### src/rtl/int_res_mem_arb_if.sv
// Requester and memory-side bundle of the intermediate-results memory arbiter.
// slave = arbiter side, master = requesters plus memory model.
interface int_res_mem_arb_if #(
  parameter int N_REQ  = 3,
  parameter int ADDR_W = 16,
  parameter int DATA_W = 32
);
  logic [N_REQ-1:0]             rd_req, rd_lock, rd_width, rd_gnt, rd_rvalid;
  logic [N_REQ-1:0][ADDR_W-1:0] rd_addr;
  logic [DATA_W-1:0]            rd_rdata;
  logic [N_REQ-1:0]             wr_req, wr_lock, wr_width, wr_gnt;
  logic [N_REQ-1:0][ADDR_W-1:0] wr_addr;
  logic [N_REQ-1:0][DATA_W-1:0] wr_data;
  logic                         mem_rd_en, mem_rd_width;
  logic [ADDR_W-1:0]            mem_rd_addr;
  logic [DATA_W-1:0]            mem_rd_data;
  logic                         mem_wr_en, mem_wr_width;
  logic [ADDR_W-1:0]            mem_wr_addr;
  logic [DATA_W-1:0]            mem_wr_data;
  logic [15:0]                  conflict_cnt;
  logic                         oor_err;

  modport slave (
    input  rd_req, rd_lock, rd_addr, rd_width, wr_req, wr_lock, wr_addr, wr_width, wr_data,
           mem_rd_data,
    output rd_gnt, rd_rvalid, rd_rdata, wr_gnt, mem_rd_en, mem_rd_addr, mem_rd_width,
           mem_wr_en, mem_wr_addr, mem_wr_width, mem_wr_data, conflict_cnt, oor_err
  );
  modport master (
    output rd_req, rd_lock, rd_addr, rd_width, wr_req, wr_lock, wr_addr, wr_width, wr_data,
           mem_rd_data,
    input  rd_gnt, rd_rvalid, rd_rdata, wr_gnt, mem_rd_en, mem_rd_addr, mem_rd_width,
           mem_wr_en, mem_wr_addr, mem_wr_width, mem_wr_data, conflict_cnt, oor_err
  );
endinterface

### src/rtl/int_res_mem_arb.sv
// Round-robin read/write arbiter for the banked intermediate-results memory,
// with per-port lock, read-vs-write bank conflict stall and out-of-range flag.
module int_res_mem_arb_rr #(
  parameter int N  = 3,
  parameter int IW = 2
) (
  input  logic [N-1:0]  req,
  input  logic [N-1:0]  lock,
  input  logic [IW-1:0] ptr,
  input  logic          lock_act,
  output logic          any,
  output logic [IW-1:0] idx
);
  always_comb begin
    any = 1'b0;
    idx = ptr;
    if (lock_act && req[ptr] && lock[ptr]) any = 1'b1;
    else
      for (int i = 1; i <= N; i++)
        if (!any && req[(int'(ptr) + i) % N]) begin
          any = 1'b1;
          idx = IW'((int'(ptr) + i) % N);
        end
  end
endmodule

module int_res_mem_arb #(
  parameter int N_REQ      = 3,
  parameter int ADDR_W     = 16,
  parameter int DATA_W     = 32,
  parameter int BANK_DEPTH = 4096
) (
  input logic                clk,
  input logic                rst_n,
  int_res_mem_arb_if.slave   bus
);
  localparam int          IW    = (N_REQ > 1) ? $clog2(N_REQ) : 1;
  localparam int unsigned LIMIT = 4 * BANK_DEPTH;

  // Out-of-range addresses land in bank 0, so they conflict as bank 0 accesses.
  function automatic logic [3:0] bank_mask(input logic [ADDR_W-1:0] a, input logic w);
    int unsigned b;
    b = (32'(a) >= LIMIT) ? 0 : 32'(a) / BANK_DEPTH;
    if (w) return b[0] ? 4'b1010 : 4'b0101;
    return 4'b0001 << b[1:0];
  endfunction

  logic [IW-1:0]    rd_ptr, wr_ptr, rd_idx, wr_idx;
  logic             rd_lact, wr_lact, rd_any, wr_any, rd_ok, wr_ok, conflict;
  logic [N_REQ-1:0] rd_rvalid;
  logic [15:0]      conflict_cnt;
  logic             oor_err;
  logic [ADDR_W-1:0] rd_a, wr_a;
  logic             rd_w, wr_w;

  int_res_mem_arb_rr #(.N(N_REQ), .IW(IW)) u_rd (
    .req(bus.rd_req), .lock(bus.rd_lock), .ptr(rd_ptr), .lock_act(rd_lact),
    .any(rd_any), .idx(rd_idx));
  int_res_mem_arb_rr #(.N(N_REQ), .IW(IW)) u_wr (
    .req(bus.wr_req), .lock(bus.wr_lock), .ptr(wr_ptr), .lock_act(wr_lact),
    .any(wr_any), .idx(wr_idx));

  assign rd_a = bus.rd_addr[rd_idx];
  assign rd_w = bus.rd_width[rd_idx];
  assign wr_a = bus.wr_addr[wr_idx];
  assign wr_w = bus.wr_width[wr_idx];

  // Write always wins a bank clash; the read is simply not granted this cycle.
  assign conflict = rd_any && wr_any && (|(bank_mask(rd_a, rd_w) & bank_mask(wr_a, wr_w)));
  assign rd_ok    = rst_n && rd_any && !conflict;
  assign wr_ok    = rst_n && wr_any;

  assign bus.rd_gnt       = rd_ok ? (N_REQ'(1) << rd_idx) : '0;
  assign bus.wr_gnt       = wr_ok ? (N_REQ'(1) << wr_idx) : '0;
  assign bus.mem_rd_en    = rd_ok;
  assign bus.mem_rd_addr  = rd_ok ? rd_a : '0;
  assign bus.mem_rd_width = rd_ok && rd_w;
  assign bus.mem_wr_en    = wr_ok;
  assign bus.mem_wr_addr  = wr_ok ? wr_a : '0;
  assign bus.mem_wr_width = wr_ok && wr_w;
  assign bus.mem_wr_data  = wr_ok ? bus.wr_data[wr_idx] : {DATA_W{1'b0}};
  assign bus.rd_rvalid    = rd_rvalid;
  assign bus.rd_rdata     = (|rd_rvalid) ? bus.mem_rd_data : '0;
  assign bus.conflict_cnt = conflict_cnt;
  assign bus.oor_err      = oor_err;

  always_ff @(posedge clk or negedge rst_n) begin
    if (!rst_n) begin
      rd_ptr       <= IW'(N_REQ - 1);
      wr_ptr       <= IW'(N_REQ - 1);
      rd_lact      <= 1'b0;
      wr_lact      <= 1'b0;
      rd_rvalid    <= '0;
      conflict_cnt <= '0;
      oor_err      <= 1'b0;
    end else begin
      rd_rvalid <= bus.rd_gnt;
      if (rd_ok) begin
        rd_ptr  <= rd_idx;
        rd_lact <= bus.rd_lock[rd_idx];
      end else if (!bus.rd_req[rd_ptr]) rd_lact <= 1'b0;
      if (wr_ok) begin
        wr_ptr  <= wr_idx;
        wr_lact <= bus.wr_lock[wr_idx];
      end else if (!bus.wr_req[wr_ptr]) wr_lact <= 1'b0;
      if (conflict && conflict_cnt != 16'hFFFF) conflict_cnt <= conflict_cnt + 16'd1;
      if ((rd_ok && 32'(rd_a) >= LIMIT) || (wr_ok && 32'(wr_a) >= LIMIT)) oor_err <= 1'b1;
    end
  end
endmodule

### src/flat_wrapper.sv
// flat-port wrapper written by rule: the top's interface ports become plain ports
module int_res_mem_arb_flat 
#(
  parameter int N_REQ      = 3,
  parameter int ADDR_W     = 16,
  parameter int DATA_W     = 32,
  parameter int BANK_DEPTH = 4096
)
  (clk, rst_n, bus_rd_req, bus_rd_lock, bus_rd_addr, bus_rd_width, bus_wr_req, bus_wr_lock, bus_wr_addr, bus_wr_width, bus_wr_data, bus_mem_rd_data, bus_rd_gnt, bus_rd_rvalid, bus_rd_rdata, bus_wr_gnt, bus_mem_rd_en, bus_mem_rd_addr, bus_mem_rd_width, bus_mem_wr_en, bus_mem_wr_addr, bus_mem_wr_width, bus_mem_wr_data, bus_conflict_cnt, bus_oor_err);
  int_res_mem_arb_if #(.N_REQ(N_REQ), .ADDR_W(ADDR_W), .DATA_W(DATA_W)) bus_i ();
  input logic clk;
  input logic rst_n;
  input wire logic [$bits(bus_i.rd_req)-1:0] bus_rd_req;
  input wire logic [$bits(bus_i.rd_lock)-1:0] bus_rd_lock;
  input wire logic [$bits(bus_i.rd_addr)-1:0] bus_rd_addr;
  input wire logic [$bits(bus_i.rd_width)-1:0] bus_rd_width;
  input wire logic [$bits(bus_i.wr_req)-1:0] bus_wr_req;
  input wire logic [$bits(bus_i.wr_lock)-1:0] bus_wr_lock;
  input wire logic [$bits(bus_i.wr_addr)-1:0] bus_wr_addr;
  input wire logic [$bits(bus_i.wr_width)-1:0] bus_wr_width;
  input wire logic [$bits(bus_i.wr_data)-1:0] bus_wr_data;
  input wire logic [$bits(bus_i.mem_rd_data)-1:0] bus_mem_rd_data;
  output wire logic [$bits(bus_i.rd_gnt)-1:0] bus_rd_gnt;
  output wire logic [$bits(bus_i.rd_rvalid)-1:0] bus_rd_rvalid;
  output wire logic [$bits(bus_i.rd_rdata)-1:0] bus_rd_rdata;
  output wire logic [$bits(bus_i.wr_gnt)-1:0] bus_wr_gnt;
  output wire logic [$bits(bus_i.mem_rd_en)-1:0] bus_mem_rd_en;
  output wire logic [$bits(bus_i.mem_rd_addr)-1:0] bus_mem_rd_addr;
  output wire logic [$bits(bus_i.mem_rd_width)-1:0] bus_mem_rd_width;
  output wire logic [$bits(bus_i.mem_wr_en)-1:0] bus_mem_wr_en;
  output wire logic [$bits(bus_i.mem_wr_addr)-1:0] bus_mem_wr_addr;
  output wire logic [$bits(bus_i.mem_wr_width)-1:0] bus_mem_wr_width;
  output wire logic [$bits(bus_i.mem_wr_data)-1:0] bus_mem_wr_data;
  output wire logic [$bits(bus_i.conflict_cnt)-1:0] bus_conflict_cnt;
  output wire logic [$bits(bus_i.oor_err)-1:0] bus_oor_err;
  assign bus_i.rd_req = bus_rd_req;
  assign bus_i.rd_lock = bus_rd_lock;
  assign bus_i.rd_addr = bus_rd_addr;
  assign bus_i.rd_width = bus_rd_width;
  assign bus_i.wr_req = bus_wr_req;
  assign bus_i.wr_lock = bus_wr_lock;
  assign bus_i.wr_addr = bus_wr_addr;
  assign bus_i.wr_width = bus_wr_width;
  assign bus_i.wr_data = bus_wr_data;
  assign bus_i.mem_rd_data = bus_mem_rd_data;
  assign bus_rd_gnt = bus_i.rd_gnt;
  assign bus_rd_rvalid = bus_i.rd_rvalid;
  assign bus_rd_rdata = bus_i.rd_rdata;
  assign bus_wr_gnt = bus_i.wr_gnt;
  assign bus_mem_rd_en = bus_i.mem_rd_en;
  assign bus_mem_rd_addr = bus_i.mem_rd_addr;
  assign bus_mem_rd_width = bus_i.mem_rd_width;
  assign bus_mem_wr_en = bus_i.mem_wr_en;
  assign bus_mem_wr_addr = bus_i.mem_wr_addr;
  assign bus_mem_wr_width = bus_i.mem_wr_width;
  assign bus_mem_wr_data = bus_i.mem_wr_data;
  assign bus_conflict_cnt = bus_i.conflict_cnt;
  assign bus_oor_err = bus_i.oor_err;
  int_res_mem_arb #(.N_REQ(N_REQ), .ADDR_W(ADDR_W), .DATA_W(DATA_W), .BANK_DEPTH(BANK_DEPTH)) u_core (.clk(clk), .rst_n(rst_n), .bus(bus_i));
endmodule
### config.mk
export PLATFORM = sky130hd
export DESIGN_NAME = int_res_mem_arb_flat
export DESIGN_NICKNAME = d
export VERILOG_FILES = /design/src/rtl/int_res_mem_arb_if.sv /design/src/rtl/int_res_mem_arb.sv /design/src/flat_wrapper.sv
export SDC_FILE = /design/constraint.sdc
export NUM_CORES = 1
export LEC_CHECK = 0
export ABC_AREA = 0
export CORE_AREA = 4 4 141 143
export DETAILED_ROUTE_END_ITERATION = 12
export DIE_AREA = 0 0 145 147
export GPL_TIMING_DRIVEN = 0
export SLEW_MARGIN = 30
export SYNTH_ARGS = -nofsm -noshare
export SYNTH_HDL_FRONTEND = slang
export SYNTH_SLANG_ARGS = --single-unit
### constraint.sdc
create_clock -name clk -period 10.5 [get_ports clk]
set_input_delay 1.05 -clock clk [delete_from_list [all_inputs] [get_ports clk]]
set_output_delay 1.05 -clock clk [all_outputs]
set_load 0.02 [all_outputs]
==> summary.md <==
| Metric | Value |
|---|---|
| Worst Path Max Fanout | `10` |
| Core ar. | `18,600 um^2` |
| Port bufs | `369` |
| DR vias/cell | `4.72` |
| Post-Syn Nets | `773` |
| Global-route wire length before repair | `30.8 mm` |
| WL/cell | `18.2 um` |
| Initial drt markers | `175` |
| Number of H-tree levels | `1` |
| Clock transition at the registers of the reported paths | `70 ps` |
| #FFs+latches synth | `26` |
| Status | `completed` |
| Die Y | `147 um` |
| Routed Antenna Nets | `0` |
| Worst-Margin Slew | `790 ps` |
| Final Non-Filler Cells | `1,128` |
| Leakage | `3.17 nW` |
| Cell variety after synth | `64` |
| Setup tns final | `0 ps` |
| Pre-CTS setup slack | `3950 ps` |
| Synth Cell Area | `3980 um^2` |
| Post-synth ARST share | `100%` |
| Routed WL | `20.6 mm` |
| Rel. slew slack | `47.3%` |
| Final Hold Viols | `0` |
| Fin crit period | `6590 ps` |
| Sw power | `1.34 mW` |
| Via count | `5,319` |
| DIE AREA | `21,300 um^2` |
| Starting Density | `21.4%` |
| Clock sinks | `26` |
| Antenna violations before repair | `0` |
| Worst Hold Class | `register to register` |
| R2r startpoint | `u_core.rd_ptr[1]$_DFFE_PN1P_` |
| Root buffer cell | `clkbuf_16` |
| Endpoint with the worst hold slack | `u_core.bus.conflict_cnt[10]$_DFFE_PN0P_` |
| Post-CTS Setup Inserts | `0` |
| Share of the yosys chip area belonging to registers | `16.4%` |
| Arr. time, crit path | `5540 ps` |
| Die W | `145 um` |
| Proportion of layout cells with a drive suffix above 1 | `6.49%` |
| Post-DP HPWL | `17.6 mm` |
| Worst-skew pair later-pin latency | `260 ps` |
| Clock Path Buffers | `2` |
| Final setup violation count | `0` |
| Layout Skew | `8.42 ps` |
| CTS tree | `done` |
| Switching part of the total power | `52.1%` |
| Most frequent cells in the layout | `clkdlybuf4s50_1, mux2i_1, nand2_1` |
| # diodes | `0` |
| Combinational share of power | `89.5%` |
| Seq pwr share | `6.1%` |
| Clock power frac | `4.4%` |
| Final worst slack | `3910 ps` |
| Hold path depth | `1` |
| Vias in the first global route | `5,342` |
| Commonest non-fill, non-tap cell in the layout | `clkdlybuf4s50_1` |
| Num CTS Buffers | `3` |
| Capturing point of the worst reg2reg path | `u_core.bus.conflict_cnt[8]$_DFFE_PN0P_` |
| FF-to-FF setup slack | `5860 ps` |
| Max cap viols | `0` |
| Crit Path Class | `input pin to output port` |
| Max-slew violations | `0` |
| Resized Gates After CTS | `0` |
| Final Power | `2.57 mW` |
| Post-Place Cells | `1,124` |
| # hold bufs at CTS | `0` |
| Largest net degree at the start of global routing | `21` |
| Ports | `370` |
| Int Pwr | `1.23 mW` |
| Final GP Congestion | `0.872` |
| Synth Warn # | `0` |
| Pwr/cell area | `317 nW/um^2` |
| Mapped Cells | `520` |
| Overflow after GRT | `0` |
| Min-delay src | `u_core.bus.conflict_cnt[10]$_DFFE_PN0P_` |
| EDFF count, synth | `0` |
| RSZ-0062 raised after global routing | `no` |
| Tot GR Track Use | `17.9%` |
| Maximum VDD drop | `139 uV` |
| DR pass1 iterations | `4` |
| Fmax | `152 MHz` |
| Cells on worst reg2reg path | `16` |
| Startpoint Class | `input pin` |
| Primary FF master, synth | `dfrtp_1` |
| Row cnt | `50` |
| Final core occ | `43.5%` |
| Nets | `1,148` |
| Drt drc | `0` |
| CP required | `9450 ps` |
| Syn-to-layout area delta | `103%` |
| Crit. End Element | `output port` |
| Period utilisation layout | `62.8%` |
| Syn avg cell area | `7.65 um^2` |
power by group through the flow:
stage	Sequential, mW	Clock (mW)	Combinational [mW]
floorplan	0.173	0	1.36
global placement	0.158	0	2.32
detailed placement	0.159	0	2.31
CTS	0.157	0.116	2.32
global route	0.161	0.121	2.47
finish	0.157	0.113	2.30
state kept, by name, summed over array words and instances (netlist names):
signal,flops
u_core.bus.conflict_cnt,16
u_core.bus.oor_err,1
u_core.bus.rd_rvalid,3
u_core.rd_lact,1
u_core.rd_ptr,2
u_core.wr_lact,1
u_core.wr_ptr,2
layer usage:
layer	wire length, um	share of wire, %	GRT usage (%)	vias to the layer above
met5	0	0	0	-
met4	238	1.2	2.09	0
met3	1260	6.1	4.01	14
met2	10400	51	32.8	210
met1	8640	42	22.2	2468
li1	-	-	-	2627
cell type report:
cell class | count | area (um^2)
multi-input combinational | 447 | 3120
sequential | 26 | 653
clock buffer | 3 | 75.1
buffer | 36 | 168
fill | 1854 | 10500
inverter | 11 | 41.3
timing repair buffer | 370 | 3720
clock inverter | 1 | 30.0
tap | 234 | 293
per-stage QoR:
stage | hold slack [ps] | area, um^2
after CTS | 499 | 8090
after floorplan | 517 | 3980
after detailed placement | 489 | 7990
final | 502 | 8090
after global routing | 515 | 8090
after global placement | 477 | 7960
Yosys cell counts, types with 4 or more instances:
master    instances  share of area (%)
clkbuf_1         18                1.7
xnor2_1          12                2.6
nor4b_1           4               0.88
and3_1            9                1.4
buf_4             4               0.75
nand4_1           8                1.3
inv_1            10               0.94
buf_1             5               0.47
dfrtp_1          24                 15
nand3b_1          9                1.7
or4_1             4               0.75
a22oi_1          16                3.0
nor2b_1          43                6.8
nand2_1          67                6.3
o22ai_1           5               0.79
buf_2             8                1.0
o21ai_1           5               0.63
o21ai_0          48                6.0
nor2_1           38                3.6
ha_1              9                2.8
nand2b_1          7                1.1
nand3_1           9                1.1
mux2i_1          68                 17
a21oi_1          14                1.8
mux2_2           22                6.2
critical path, cell delays in order:
cell,delay [ps]
clkdlybuf4s50_1,590
mux2i_1,140
o21ai_1,330
and4b_1,250
o41ai_1,240
buf_4,270
mux2i_1,340
a2bb2oi_1,390
a32oi_2,160
nor3_2,310
nor4_4,120
nand3b_4,250
buf_4,220
nor2_1,200
clkdlybuf4s50_1,670
worst max-delay path by stage:
| stage | start | endpoint | slack, ps | depth (start not counted) |
|---|---|---|---|---|
| CTS | bus_wr_req[1] | bus_rd_gnt[0] | 3910 | 15 |
| global route | bus_wr_req[1] | bus_rd_gnt[1] | 3640 | 15 |
| floorplan | u_core.rd_ptr[1]$_DFFE_PN1P_ | bus_rd_gnt[1] | 5520 | 16 |
| global placement | bus_wr_req[1] | bus_rd_gnt[0] | 3790 | 15 |
| detailed placement | bus_wr_req[1] | bus_rd_gnt[0] | 3950 | 15 |
| finish | bus_wr_req[1] | bus_rd_gnt[1] | 3910 | 15 |
kinds of logic (layout without fill, tap and decap cells):
group,count (synthesis),in the layout,synth area share (%)
and+or+nand+nor,217,217,29.3
AOI/OAI and AO/OA,117,117,19.7
muxes,91,91,23.6
buffers and inverters,47,421,5.25
DFF,26,26,16.4
xor gates and xnor gates,13,13,2.86
adders and majority gates,9,9,2.83
Note: power is estimated with default switching activity, not from simulation.
